### src/rtl/crc_serial_tx_if.sv
// rtl/crc_serial_tx_if.sv - parallel word handshake into the serial CRC transmitter
//
// Purpose: carries one payload word from a producer (master) to crc_serial_tx
// (slave) using a valid/ready handshake. A transfer happens on the clock edge
// where in_valid and in_ready are both high.
//
// Signals:
//   in_valid  master -> slave   in_data holds a word to send
//   in_ready  slave  -> master  transmitter can accept a word
//   in_data   master -> slave   payload word, MSB transmitted first

interface crc_serial_tx_if #(
   parameter int DATA_W = 8
);
   logic              in_valid;
   logic              in_ready;
   logic [DATA_W-1:0] in_data;

   modport master (output in_valid, output in_data, input in_ready);
   modport slave  (input in_valid, input in_data, output in_ready);
endinterface

### src/rtl/crc_serial_tx.sv
// rtl/crc_serial_tx.sv - serial frame transmitter appending an on-the-fly LFSR CRC
//
// Purpose: accepts a parallel word, shifts it out MSB-first one bit per bit_en
// strobe, then shifts out the CRC_W-bit CRC of those bits, then idles for
// GAP_CYCLES clocks before accepting the next word.
//
// Ports:
//   clk        clock, all logic on the rising edge
//   rst        synchronous active-high reset
//   bus        crc_serial_tx_if slave: in_valid / in_ready / in_data
//   bit_en     bit strobe; the serial stream only advances when high
//   ser_out    serial bit
//   ser_valid  ser_out carries a frame bit
//   ser_sof    ser_out is the first data bit
//   ser_crc    ser_out is a CRC bit
//   ser_eof    ser_out is the last CRC bit
//   crc_value  CRC of the current/last frame, updated on entry to the CRC bits

module crc_serial_tx #(
   parameter int               DATA_W     = 8,
   parameter int               CRC_W      = 4,
   parameter logic [CRC_W-1:0] POLY       = 4'b0011,
   parameter logic [CRC_W-1:0] CRC_INIT   = 4'b0000,
   parameter int               GAP_CYCLES = 1
) (
   input  logic              clk,
   input  logic              rst,
   crc_serial_tx_if.slave    bus,
   input  logic              bit_en,
   output logic              ser_out,
   output logic              ser_valid,
   output logic              ser_sof,
   output logic              ser_crc,
   output logic              ser_eof,
   output logic [CRC_W-1:0]  crc_value
);

   localparam int MAX_W = (DATA_W > CRC_W) ? DATA_W : CRC_W;
   localparam int CNT_W = (MAX_W > 1) ? $clog2(MAX_W) : 1;
   localparam logic [CNT_W-1:0] DATA_LAST = CNT_W'(DATA_W - 1);
   localparam logic [CNT_W-1:0] CRC_LAST  = CNT_W'(CRC_W - 1);
   // GAP is never entered when GAP_CYCLES is 0, so GAP_LAST only matters for >0.
   localparam logic [3:0]       GAP_LAST  = (GAP_CYCLES > 0) ? 4'(GAP_CYCLES - 1) : 4'd0;

   typedef enum logic [1:0] {
      S_IDLE,
      S_DATA,
      S_CRC,
      S_GAP
   } state_t;

   state_t            state;
   state_t            state_nxt;
   logic [DATA_W-1:0] shreg;
   logic [CRC_W-1:0]  lfsr;
   logic [CRC_W-1:0]  lfsr_nxt;
   logic [CNT_W-1:0]  cnt;
   logic [3:0]        gap_cnt;
   logic              ready;
   logic              accept;
   logic              fb;

   assign bus.in_ready = ready;

   always_comb begin
      state_nxt = state;
      ready     = (state == S_IDLE) && !rst;
      accept    = 1'b0;
      ser_out   = 1'b0;
      ser_valid = 1'b0;
      ser_sof   = 1'b0;
      ser_crc   = 1'b0;
      ser_eof   = 1'b0;
      fb        = 1'b0;
      lfsr_nxt  = lfsr;
      case (state)
         S_IDLE: begin
            accept = bus.in_valid && ready;
            if (accept) state_nxt = S_DATA;
         end
         S_DATA: begin
            ser_out   = shreg[DATA_W-1];
            ser_valid = 1'b1;
            ser_sof   = (cnt == '0);
            fb        = lfsr[CRC_W-1] ^ shreg[DATA_W-1];
            lfsr_nxt  = (lfsr << 1) ^ (fb ? POLY : '0);
            if (bit_en && (cnt == DATA_LAST)) state_nxt = S_CRC;
         end
         S_CRC: begin
            // The finished CRC is shifted out MSB-first; no feedback here.
            ser_out   = lfsr[CRC_W-1];
            ser_valid = 1'b1;
            ser_crc   = 1'b1;
            ser_eof   = (cnt == CRC_LAST);
            lfsr_nxt  = lfsr << 1;
            if (bit_en && (cnt == CRC_LAST))
               state_nxt = (GAP_CYCLES > 0) ? S_GAP : S_IDLE;
         end
         S_GAP: begin
            if (gap_cnt == GAP_LAST) state_nxt = S_IDLE;
         end
         default: state_nxt = S_IDLE;
      endcase
   end

   always_ff @(posedge clk) begin
      if (rst) begin
         state     <= S_IDLE;
         shreg     <= '0;
         lfsr      <= CRC_INIT;
         cnt       <= '0;
         gap_cnt   <= '0;
         crc_value <= '0;
      end else begin
         state <= state_nxt;

         // Bit counter restarts at every state change so DATA and CRC share it.
         if (state_nxt != state) begin
            cnt     <= '0;
            gap_cnt <= '0;
         end else begin
            if (bit_en && ((state == S_DATA) || (state == S_CRC))) cnt <= cnt + 1'b1;
            if (state == S_GAP) gap_cnt <= gap_cnt + 1'b1;
         end

         case (state)
            S_IDLE: begin
               if (accept) begin
                  shreg <= bus.in_data;
                  lfsr  <= CRC_INIT;
               end
            end
            S_DATA: begin
               if (bit_en) begin
                  shreg <= shreg << 1;
                  lfsr  <= lfsr_nxt;
                  if (cnt == DATA_LAST) crc_value <= lfsr_nxt;
               end
            end
            S_CRC: begin
               if (bit_en) lfsr <= lfsr_nxt;
            end
            default: ;
         endcase
      end
   end

endmodule

### src/flat_wrapper.sv
// flat-port wrapper written by rule: the top's interface ports become plain ports
module crc_serial_tx_flat 
#(
   parameter int               DATA_W     = 8,
   parameter int               CRC_W      = 4,
   parameter logic [CRC_W-1:0] POLY       = 4'b0011,
   parameter logic [CRC_W-1:0] CRC_INIT   = 4'b0000,
   parameter int               GAP_CYCLES = 1
)
  (clk, rst, bit_en, ser_out, ser_valid, ser_sof, ser_crc, ser_eof, crc_value, bus_in_valid, bus_in_data, bus_in_ready);
  crc_serial_tx_if #(.DATA_W(DATA_W)) bus_i ();
  input  logic clk;
  input  logic rst;
  input  logic bit_en;
  output logic ser_out;
  output logic ser_valid;
  output logic ser_sof;
  output logic ser_crc;
  output logic ser_eof;
  output logic [CRC_W-1:0] crc_value;
  input wire logic [$bits(bus_i.in_valid)-1:0] bus_in_valid;
  input wire logic [$bits(bus_i.in_data)-1:0] bus_in_data;
  output wire logic [$bits(bus_i.in_ready)-1:0] bus_in_ready;
  assign bus_i.in_valid = bus_in_valid;
  assign bus_i.in_data = bus_in_data;
  assign bus_in_ready = bus_i.in_ready;
  crc_serial_tx #(.DATA_W(DATA_W), .CRC_W(CRC_W), .POLY(POLY), .CRC_INIT(CRC_INIT), .GAP_CYCLES(GAP_CYCLES)) u_core (.clk(clk), .rst(rst), .bus(bus_i), .bit_en(bit_en), .ser_out(ser_out), .ser_valid(ser_valid), .ser_sof(ser_sof), .ser_crc(ser_crc), .ser_eof(ser_eof), .crc_value(crc_value));
endmodule
### config.mk
export PLATFORM = sky130hd
export DESIGN_NAME = crc_serial_tx_flat
export DESIGN_NICKNAME = d
export VERILOG_FILES = /design/src/rtl/crc_serial_tx_if.sv /design/src/rtl/crc_serial_tx.sv /design/src/flat_wrapper.sv
export SDC_FILE = /design/constraint.sdc
export NUM_CORES = 1
export LEC_CHECK = 0
export BUFFER_PORTS_ARGS = -buffer_cell sky130_fd_sc_hd__buf_2
export CORE_ASPECT_RATIO = 0.7
export CORE_UTILIZATION = 45
export CTS_BUF_LIST = sky130_fd_sc_hd__clkbuf_4 sky130_fd_sc_hd__clkbuf_8
export DETAILED_ROUTE_END_ITERATION = 8
export GPL_TIMING_DRIVEN = 0
export MAX_ROUTING_LAYER = met4
export PLACE_DENSITY = 0.76
export SYNTH_ARGS = -nofsm -noshare
export SYNTH_HDL_FRONTEND = slang
export SYNTH_SLANG_ARGS = --single-unit
### constraint.sdc
create_clock -name clk -period 2 [get_ports clk]
set_clock_uncertainty 0.15 [all_clocks]
set_input_delay 0 -clock clk [delete_from_list [all_inputs] [get_ports clk]]
set_output_delay 0 -clock clk [all_outputs]
set_load 0.02 [all_outputs]
# == Word-level counts from Yosys, hierarchy flattened ==
# Index checks and enable logic that the tools add are counted.
# word_totals
regBits,25
in_bits,12
output_inout_bits,10
elab_cells,55
# classes
addsub,2
eq_ne,9
muxes,19
n_bitwise,2
n_reduce_logical,17
# ops
operator,n
$mux 8,2
$pmux 8 s2,1
$mux 4,3
$mux 2,5
$reduce_and 3->1,3
$pmux 2 s4,1
$pmux 4 s2,1
$logic_and 1x1->1,5
$mux 1,5
$add 4x1->4 const B,1
$eq 2x2->1 const B,2
$logic_not 4->1,1
$ne 2x1->1 const B,2
$reduce_bool 2->1,2
$reduce_or 2->1,2
$xor 4x4->4,1
$add 3x1->3 const B,1
$eq 3x2->1 const B,1
$eq 3x3->1 const B,1
$logic_not 3->1,1
$eq 2x1->1 const B,1
$logic_not 2->1,1
$ne 2x2->1,1
$ne 2x2->1 const B,1
other kinds (4),4

# == Depth between registers and ports, before layout ==
# Gate-level depths: netlist of run 1.
# logic_depth
depth_word,7
ltp_mapped,7
ltp_nobuf,6

# == Worst setup path after synthesis of run 1 ==
# OpenSTA, ideal clock, no wires.
# synth_timing
path_kind,flip-flop to flip-flop
start,register u_core.state[0]
end,register u_core.cnt[0]
setup_ns,0.078
arrival_ns,1.740
required_ns,1.772
path_slack_ns,0.032
path_stages_with_launch,7
path_buffers,0
period_less_slack_ns,1.968
cell_sequence,dfxtp_1 > inv_1 > ha_1 > and2_1 > a311oi_2 > o31ai_2 > nor3_1
# synth_via
elab_chain_len,7
elab_cells_between_ends,15
classes_between,4 x eq/ne; 5 x mux; 6 x reduce/logical
# synth_rtl
item,line_no,rtl
start: declaration,crc_serial_tx.sv:52,state_t state;
start signal: assignment,crc_serial_tx.sv:115,state <= state_nxt;
$logic_not 2->1,"crc_serial_tx.sv:67, crc_serial_tx.sv:76",
$logic_and 1x1->1,crc_serial_tx.sv:67,ready = (state == S_IDLE) && !rst;
$logic_and 1x1->1,crc_serial_tx.sv:78,accept = bus.in_valid && ready;
$mux 2,crc_serial_tx.sv:79,if (accept) state_nxt = S_DATA;
$pmux 2 s4,crc_serial_tx.sv:76,case (state)
$ne 2x2->1,crc_serial_tx.sv:118,if (state_nxt != state) begin
$reduce_or 2->1 (no line),--,
end signal: assignment,crc_serial_tx.sv:122,if (bit_en && ((state == S_DATA) || (state == S_CRC))) cnt <= cnt + 1'b1;
end: declaration,crc_serial_tx.sv:57,logic [CNT_W-1:0] cnt;
# Parallel ways exist; a longest one is shown, timed or not.
# A chain may end at the register's enable or synchronous reset.

# == Final worst setup path of run 1 ==
# layout_timing
start,register u_core.state[0]
end,register u_core.cnt[2]
# Same word-level chain as after synthesis.

==> results.md, run 1 <==
- Pin count of the biggest net entering global routing: 14
- P_sw: 0.000387 W
- DP HPWL: 2240 um
- Asr flop ratio synth: 0%
- Placed cell count: 205
- Worst-Skew Late Latency: 270 ps
- IO Pins: 22
- Die W: 68.7 um
- Initial drt markers: 34
- Clock power share: 25.4%
- Crit path DAT: 2020 ps
- Switch share: 30.9%
- Depth of the CTS H-tree: 1
- Worst slack, placed: -107 ps
- Combinational Power Share: 30.6%
- Share of the synthesized area in the top cell type: 35.7%
- R2R setup slack: 30 ps
- # diodes: 0
- Per-cell routed wire length: 14.0 um
- Buffers on Ports: 21
- Clk buf depth: 2
- Leakage power: 0.715 nW
- Top-count cell post-synth: dfxtp_1
- Min Clock Period, post-route: 1970 ps
- Number of global-route vias before repair: 1,121
- Rel. slew slack: 66.0%
- Detail Route Antenna Nets: 0
- Cell taking the most area after synthesis: dfxtp_1
- Total internal power: 0.000864 W
- CTS clk-pin slew, worst paths: 90 ps
- Final setup viols: 0
- Initial cell density of the core: 48.6%
- PnR worst setup slack: 33.5 ps
- Num CTS Buffers: 3
- Area of the core: 2880 um^2
- # nets final: 211
- Final worst-path cycle share: 98.3%
- Finished Layout Cells: 222
- Layout area overhead: 28.0%
- Critical Path Sink: u_core.cnt[2]
- WL final: 3120 um
- Worst reg2reg startpoint: u_core.state[0]
- Slew Viols, Final: 0
- Part of the power in registers: 44.0%
- Crit. End Element: register
- Leading cell types by count after synthesis: dfxtp_1, nor2_1, ha_1
- Reg2Reg Capture Point: u_core.cnt[2]
- Post-layout util: 62.2%
- Vias: 1,205
- Clk root buf: clkbuf_8
- Global route overflow: 0
- Req. time, crit path: 2050 ps
- Layout cells sized above 1: 30.6%
- Crit path max fanout: 8
- Syn_nets: 172
- RSZ-0062 raised after global routing: yes
- Gpl congestion: 0.811
- Cells after synthesis: 148
- CTS tree: yes
- Avg Vias per Cell: 5.43
- Initial antenna violation count: 0
- Maximum vdd ir drop: 503 uV
- Yosys Warn Count: 0
- Sequential fraction of the synthesis area: 35.7%
- Total track usage: 21.5%
- Final setup TNS: 0 ps
- First-pass GRT wire length: 5130 um
- Post-synth top flop: dfxtp_1
- Max_cap viols: 0
- Setup CP Type: reg2reg
- Hold WC Path Type: in2reg
- TritonRoute pass-1 iters: 4
- Worst slew pin tran: 510 ps
- Post-Syn Area: 1400 um^2
- DR DRC count: 0
- Power, Total: 0.00125 W
- #FFs+latches synth: 25
- Crit path launch: u_core.state[0]
- Clock Sinks: 25
- Achievable Freq: 509 MHz
- Avg Cell Area, Syn: 9.47 um^2
- Dominant cells by area after synthesis: dfxtp_1, ha_1, mux2i_1
- Die height: 48.7 um
- Pwr dens: 697 nW/um^2
- Final Hold Fails: 0
- Critical path launch point type: register
- Outcome: completed
- Hold Path Cell Cnt: 5
- Worst r2r path cells: 7
- Post-synth EDFFs: 0
- Die area: 3350 um^2
- FP Rows: 16
- Synth cell types: 39
[layer usage]
layer	routed length, um	vias up	GRT usage [%]
met1	1410	588	26.4
met2	1580	17	35.0
li1	-	596	-
met3	96	4	6.13
met5	0	-	-
met4	30	0	4.42
[how the worst min path moves through the flow]
stage	from	end	slack (ps)
after floorplan	bus_in_data[0]	u_core.shreg[0]	10
after global placement	bus_in_data[0]	u_core.shreg[0]	130
after detailed placement	bus_in_data[0]	u_core.shreg[0]	140
after CTS	bus_in_valid	u_core.lfsr[1]	60
after global routing	bus_in_valid	u_core.lfsr[1]	120
final	bus_in_valid	u_core.lfsr[1]	80
[worst max-delay path: stages (launching register included)]
cell and delay [ps]:
dfxtp_4 390, clkinvlp_4 130, ha_2 270, and4b_1 200
a311oi_2 310, o31ai_4 140, buf_12 160, nor3b_2 160
[placed cells by master, fill, tap and decap left out, drive strengths merged, types with 2 or more instances in the layout]
master | synthesis | routed
xor2 | 2 | 2
nor2 | 14 | 14
nand2 | 10 | 10
nor2b | 2 | 2
mux2i | 9 | 9
a21oi | 7 | 7
o21ai | 3 | 3
nor3 | 7 | 7
a22oi | 5 | 5
clkbuf | 0 | 4
a21o | 2 | 2
nand3b | 2 | 2
xnor2 | 4 | 4
nand2b | 3 | 3
nor3b | 2 | 2
a211oi | 10 | 10
buf | 5 | 30
dlygate4sd3 | 0 | 9
and3 | 2 | 2
ha | 12 | 12
inv | 10 | 9
dfxtp | 25 | 25
[area by class of cell]
type / instances / area (um^2)
Multi-Input combinational cell: 108 / 883
Sequential cell: 25 / 504
Timing Repair Buffer: 35 / 245
Tap cell: 36 / 45.0
Inverter: 10 / 41.3
Buffer: 4 / 26.3
Fill cell: 230 / 1090
Clock buffer: 4 / 48.8
[sequential cells by signal, summed over array words and instances (netlist names)]
signal	count
u_core.gap_cnt	4
u_core.cnt	3
u_core.lfsr	4
u_core.state	2
u_core.crc_value	4
u_core.shreg	8
[cells by family after synthesis]
logic type / after synthesis / share of synthesized area (%)
flip-flops: 25 / 35.7
multiplexers: 9 / 6.43
buffers and inverters: 15 / 4.73
XOR/XNOR: 6 / 3.75
adder cells (fa/ha/maj): 12 / 10.7
AND/OR/NAND/NOR: 48 / 17.8
AO/OA/AOI/OAI: 33 / 20.9
[power by group through the flow]
| stage | Sequential (W) | Combinational (W) | Clock (W) |
|---|---|---|---|
| 4_1_cts | 0.000552 | 0.000332 | 0.000321 |
| 3_3_place_gp | 0.000558 | 0.000292 | 0 |
| 2_1_floorplan | 0.000554 | 0.000239 | 0 |
| 5_1_grt | 0.000555 | 0.000415 | 0.000353 |
| 6_report | 0.000550 | 0.000382 | 0.000318 |
| 3_5_place_dp | 0.000561 | 0.000304 | 0 |
[through the flow]
step / hold WS [ps] / cell area, um^2
5_1_grt: 117 / 1790
3_3_place_gp: 126 / 1550
2_1_floorplan: 14.4 / 1400
6_report: 77.7 / 1790
4_1_cts: 62.4 / 1710
3_5_place_dp: 138 / 1550
[what timing repair did]
| action | 4_1_cts | 5_1_grt |
|---|---|---|
| hold buffers | 9 | 0 |
| endpoints found under the hold margin | 16 | 0 |
| setup buffers | 0 | 5 |
| pin swaps | 1 | 11 |
| resized for setup | 7 | 9 |
| endpoints found under the setup margin | 21 | 10 |
(Power assumes the default switching activity.)
==> run 2: changes to the inputs <==
Settings changed: RECOVER_POWER from default to 25.
==> results.md, run 2 (synthesized netlist as in run 1, its figures left out) <==
- Initial cell density of the core: 48.6% (unchanged)
- IO Pins: 22 (unchanged)
- Pwr dens: 698 nW/um^2 (was 697 nW/um^2)
- CTS tree: yes (unchanged)
- DP HPWL: 2240 um (unchanged)
- Slowest cell on the critical path: dfxtp_4 (unchanged)
- Crit path DAT: 2020 ps (about the same)
- Critical path launch point type: register (unchanged)
- Crit path launch: u_core.state[0] (unchanged)
- Total internal power: 0.000864 W (about the same)
- DR DRC count: 0 (unchanged)
- Req. time, crit path: 2050 ps (about the same)
- Top delay family on crit path: compound AO/OA/AOI/OAI gates (unchanged)
- TritonRoute pass-1 iters: 4 (unchanged)
- Post-layout util: 62.1% (was 62.2%)
- Die height: 48.7 um (unchanged)
- Min Clock Period, post-route: 1970 ps (about the same)
- Die W: 68.7 um (unchanged)
- Worst slew pin tran: 511 ps (was 510 ps)
- Initial drt markers: 34 (unchanged)
- Most frequent cells in the layout: dfxtp_1, buf_2, nor2_1 (unchanged)
- Worst path max stage delay: 390 ps (about the same)
- Most flops, register: u_core.shreg (unchanged)
- CP Cell Sequence: clkinvlp_4 -> ha_2 -> and4b_1 -> a311oi_2 -> o31ai_4 -> buf_12 -> nor3b_2 (unchanged)
- Fillers: 234 (was 230)
- Clk root buf: clkbuf_8 (unchanged)
- CTS clk-pin slew, worst paths: 90 ps (about the same)
- Combinational Power Share: 30.6% (about the same)
- FP Rows: 16 (unchanged)
- Max_cap viols: 0 (unchanged)
- Worst reg2reg startpoint: u_core.state[0] (unchanged)
- P_sw: 0.000385 W (was 0.000387 W)
- Buffers on Ports: 21 (unchanged)
- Vias: 1,203 (was 1,205)
- Maximum vdd ir drop: 503 uV (about the same)
- Final worst-path cycle share: 98.3% (about the same)
- Part of the power in registers: 44.1% (was 44.0%)
- Total track usage: 21.5% (unchanged)
- Clock power share: 25.3% (was 25.4%)
- Num CTS Buffers: 3 (unchanged)
- Clock Sinks: 25 (unchanged)
- R2R setup slack: 30 ps (about the same)
- Crit. End Element: register (unchanged)
- Reg2Reg Capture Point: u_core.cnt[2] (unchanged)
- Final setup viols: 0 (unchanged)
- Worst-Skew Late Latency: 270 ps (about the same)
- Slew Viols, Final: 0 (unchanged)
- Worst hold start: bus_in_valid (unchanged)
- Outcome: completed (unchanged)
- Gpl congestion: 0.811 (unchanged)
- Clk buf depth: 2 (unchanged)
- Pin count of the biggest net entering global routing: 14 (unchanged)
- Depth of the CTS H-tree: 1 (unchanged)
- # nets final: 211 (unchanged)
- Worst r2r path cells: 7 (unchanged)
- Layout cells sized above 1: 28.5% (was 30.6%)
- Number of global-route vias before repair: 1,121 (unchanged)
- Crit path max fanout: 8 (unchanged)
- Hold Path Cell Cnt: 5 (unchanged)
- Commonest non-fill, non-tap cell in the layout: dfxtp_1 (unchanged)
- Per-cell routed wire length: 14.0 um (about the same)
- Avg Vias per Cell: 5.42 (was 5.43)
- Worst Hold Slack: 78.4 ps (was 77.7 ps)
- Leakage power: 0.697 nW (was 0.715 nW)
- Rel. slew slack: 65.9% (was 66.0%)
- Layout area overhead: 27.7% (was 28.0%)
- Setup CP Type: reg2reg (unchanged)
- RSZ-0062 raised after global routing: yes (unchanged)
- CP bufs+invs: 2 (unchanged)
- First-pass GRT wire length: 5130 um (unchanged)
- Achievable Freq: 508 MHz (was 509 MHz)
- Initial antenna violation count: 0 (unchanged)
- Largest register FFs: 8 (unchanged)
- Detail Route Antenna Nets: 0 (unchanged)
- Final Hold Fails: 0 (unchanged)
- Area of the core: 2880 um^2 (unchanged)
- Endpoint, Worst Hold: u_core.lfsr[1] (unchanged)
- # diodes: 0 (unchanged)
- WL final: 3120 um (about the same)
- Switch share: 30.8% (was 30.9%)
- Global route overflow: 0 (unchanged)
- Die area: 3350 um^2 (unchanged)
- Hold WC Path Type: in2reg (unchanged)
-- run 2: power by group through the flow --
stage / registers [W] / clock network [W] / logic, W
final: 0.000550 / 0.000316 / 0.000382
after global placement: 0.000558 / 0 / 0.000292
after floorplan: 0.000554 / 0 / 0.000239
after detailed placement: 0.000561 / 0 / 0.000304
after global routing: 0.000555 / 0.000353 / 0.000415
after CTS: 0.000552 / 0.000321 / 0.000332
-- run 2: what timing repair did --
item / in CTS / in global routing
pin swaps: 1 / 11
hold buffers: 9 / 0
hold endpoints to repair: 16 / 0
resized for setup: 7 / 9
setup endpoints to repair: 21 / 10
setup buffers: 0 / 5
-- run 2: worst max-delay path by stage --
stage                        endpoint  slack (ps)  cells past startpoint
finish                  u_core.cnt[2]          30                      7
global route            u_core.cnt[2]         -30                      7
CTS                 u_core.gap_cnt[0]           1                      6
detailed placement  u_core.gap_cnt[2]        -110                      6
global placement    u_core.gap_cnt[1]         -50                      6
floorplan               u_core.cnt[0]          30                      6
-- run 2: final cells by class --
type	count	area [um^2]	area share, %
Multi-Input combinational cell	108	883	49.4
Sequential cell	25	504	28.2
Tap cell	36	45.0	2.52
Buffer	4	26.3	1.47
Timing Repair Buffer	35	240	13.4
Clock buffer	4	48.8	2.73
Inverter	10	41.3	2.31
-- run 2: metal layers --
layer / routed length (um) / track usage, %
met5: 0 / -
met4: 30 / 4.42
met3: 100 / 6.13
met2: 1580 / 35.0
met1: 1410 / 26.4
-- run 2: worst min-delay path: stages --
cell and delay [ps]:
buf_2 110, nand2b_1 110, a211oi_2 120, nand2b_1 70, o21ai_1 50
-- run 2: per-stage QoR --
step,total power (W),TNS (ps),worst slack [ps],instance area (um^2),instances
after floorplan,0.000793,0,32.0,1400,148
after global placement,0.000850,-259,-49.9,1550,205
after detailed placement,0.000865,-832,-107,1550,205
after CTS,0.00121,0,1.20,1710,218
after global routing,0.00132,-89.3,-30.9,1790,222
final,0.00125,0,33.3,1790,222
==> run 3: changes to the inputs <==
Settings changed: CORE_UTILIZATION 45 to 30, PLACE_DENSITY 0.76 to 0.58.
==> results.md, run 3 (synthesized netlist as in run 1, its figures left out) <==
- Most frequent cells in the layout: dfxtp_1, buf_2, nor2_1 (unchanged)
- CP Cell Sequence: clkinvlp_4 -> ha_2 -> and4b_1 -> a311oi_2 -> o31ai_4 -> nor3_2 (was clkinvlp_4 -> ha_2 -> and4b_1 -> a311oi_2 -> o31ai_4 -> buf_12 -> nor3b_2)
- Avg Vias per Cell: 4.76 (was 5.42)
- Depth of the CTS H-tree: 1 (unchanged)
- Min Clock Period, post-route: 1970 ps (about the same)
- Area of the core: 4400 um^2 (was 2880 um^2)
- Achievable Freq: 508 MHz (about the same)
- Crit path DAT: 2020 ps (about the same)
- Max_cap viols: 0 (unchanged)
- Critical path launch point type: register (unchanged)
- Global route overflow: 0 (unchanged)
- Pin count of the biggest net entering global routing: 14 (unchanged)
- Detail Route Antenna Nets: 0 (unchanged)
- Layout area overhead: 30.4% (was 27.7%)
- Pwr dens: 673 nW/um^2 (was 698 nW/um^2)
- Total track usage: 13.9% (was 21.5%)
- Initial cell density of the core: 31.8% (was 48.6%)
- Num CTS Buffers: 3 (unchanged)
- RSZ-0062 raised after global routing: yes (unchanged)
- Most flops, register: u_core.shreg (unchanged)
- DP HPWL: 2180 um (was 2240 um)
- Worst path max stage delay: 380 ps (was 390 ps)
- Final Hold Fails: 0 (unchanged)
- Req. time, crit path: 2050 ps (about the same)
- Crit. End Element: register (unchanged)
- CTS clk-pin slew, worst paths: 90 ps (about the same)
- Leakage power: 0.692 nW (was 0.697 nW)
- Vias: 1,143 (was 1,203)
- Gpl congestion: 0.790 (was 0.811)
- Clk root buf: clkbuf_8 (unchanged)
- Worst slew pin tran: 543 ps (was 511 ps)
- IO Pins: 22 (unchanged)
- DR WL met3: 88 um (was 100 um)
- Crit path max fanout: 7 (was 8)
- Top sig layer: met4 (unchanged)
- Rel. slew slack: 63.8% (was 65.9%)
- Clock Sinks: 25 (unchanged)
- Final setup TNS: 0 ps (unchanged)
- Initial drt markers: 37 (was 34)
- Power, Total: 0.00123 W (was 0.00125 W)
- Buffers on Ports: 21 (unchanged)
- WL final: 3070 um (was 3120 um)
- Outcome: completed (unchanged)
- Worst Hold Slack: 72.4 ps (was 78.4 ps)
- Setup CP Type: reg2reg (unchanged)
- DRT met1 WL: 1640 um (was 1410 um)
- Final setup viols: 0 (unchanged)
- Maximum vdd ir drop: 284 uV (was 503 uV)
- Largest register FFs: 8 (unchanged)
- Die height: 59.2 um (was 48.7 um)
- First-pass GRT wire length: 5220 um (was 5130 um)
- DR DRC count: 0 (unchanged)
- Per-cell routed wire length: 12.8 um (was 14.0 um)
- Die W: 83.7 um (was 68.7 um)
- Final worst-path cycle share: 98.4% (was 98.3%)
- Commonest non-fill, non-tap cell in the layout: dfxtp_1 (unchanged)
- Hold WC Path Type: in2reg (unchanged)
- FP Rows: 20 (was 16)
- Met2 routed WL: 1320 um (was 1580 um)
- Worst-Skew Late Latency: 270 ps (about the same)
- TritonRoute pass-1 iters: 4 (unchanged)
- Initial antenna violation count: 0 (unchanged)
- Die area: 4950 um^2 (was 3350 um^2)
- Clk buf depth: 2 (unchanged)
- Layout cells sized above 1: 28.6% (was 28.5%)
- Slowest cell on the critical path: dfxtp_4 (unchanged)
- # nets final: 210 (was 211)
- CTS tree: yes (unchanged)
- Slew Viols, Final: 0 (unchanged)
- Number of global-route vias before repair: 1,093 (was 1,121)
- # diodes: 0 (unchanged)
[run 3: critical path: cells and delay by family, from the launching register on]
kind	cells	cell delay [ps]
AND/OR/NAND/NOR	2	410
adder cells (fa/ha/maj)	1	270
AO/OA/AOI/OAI	2	520
buffers and inverters	1	170
flip-flops	1	380
[run 3: power by group]
group	total [W]	internal, W	switching, W
registers	0.000546	0.000527	0.0000192
logic	0.000371	0.000169	0.000202
clock network	0.000312	0.000156	0.000156
[run 3: what timing repair did]
| item | CTS | global route |
|---|---|---|
| setup buffers | 0 | 4 |
| setup endpoints to repair | 15 | 17 |
| hold buffers | 9 | 0 |
| endpoints found under the hold margin | 16 | 0 |
| pin swaps | 1 | 7 |
| gates resized for setup | 7 | 14 |
[run 3: stage by stage]
stage                     util (%)  setup WS [ps]  std cells  area (um^2)
after floorplan                  -           32.0        148         1400
after global placement        35.8           -110        224         1580
after detailed placement      35.8           -145        224         1580
after CTS                     39.4           8.35        237         1740
after global routing          41.5          -52.9        240         1830
final                         41.5           32.8        240         1830
[run 3: path summary, 6_finish.rpt]
kind                       start             endpoint  slack (ps)  cells after the start
max              u_core.state[1]        u_core.cnt[1]          30                      6
min                       bit_en      u_core.shreg[1]          70                      5
max reg2reg      u_core.state[1]        u_core.cnt[1]          30                      6
min reg2reg  u_core.crc_value[0]  u_core.crc_value[0]         310                      2
[run 3: per-layer routing]
layer  GRT usage [%]  vias to the layer above
li1                -                      597
met1            19.1                      531
met2            20.4                       11
met3            3.06                        4
met4            4.36                        0
met5               -                        -
[run 3: cell type report]
type / instances / area [um^2]
inverters: 10 / 45.0
clock buffers: 4 / 48.8
well taps: 55 / 68.8
plain buffers: 4 / 26.3
flip-flops and latches: 25 / 508
fillers: 437 / 2580
repair buffers: 34 / 220
multi-input cells: 108 / 910
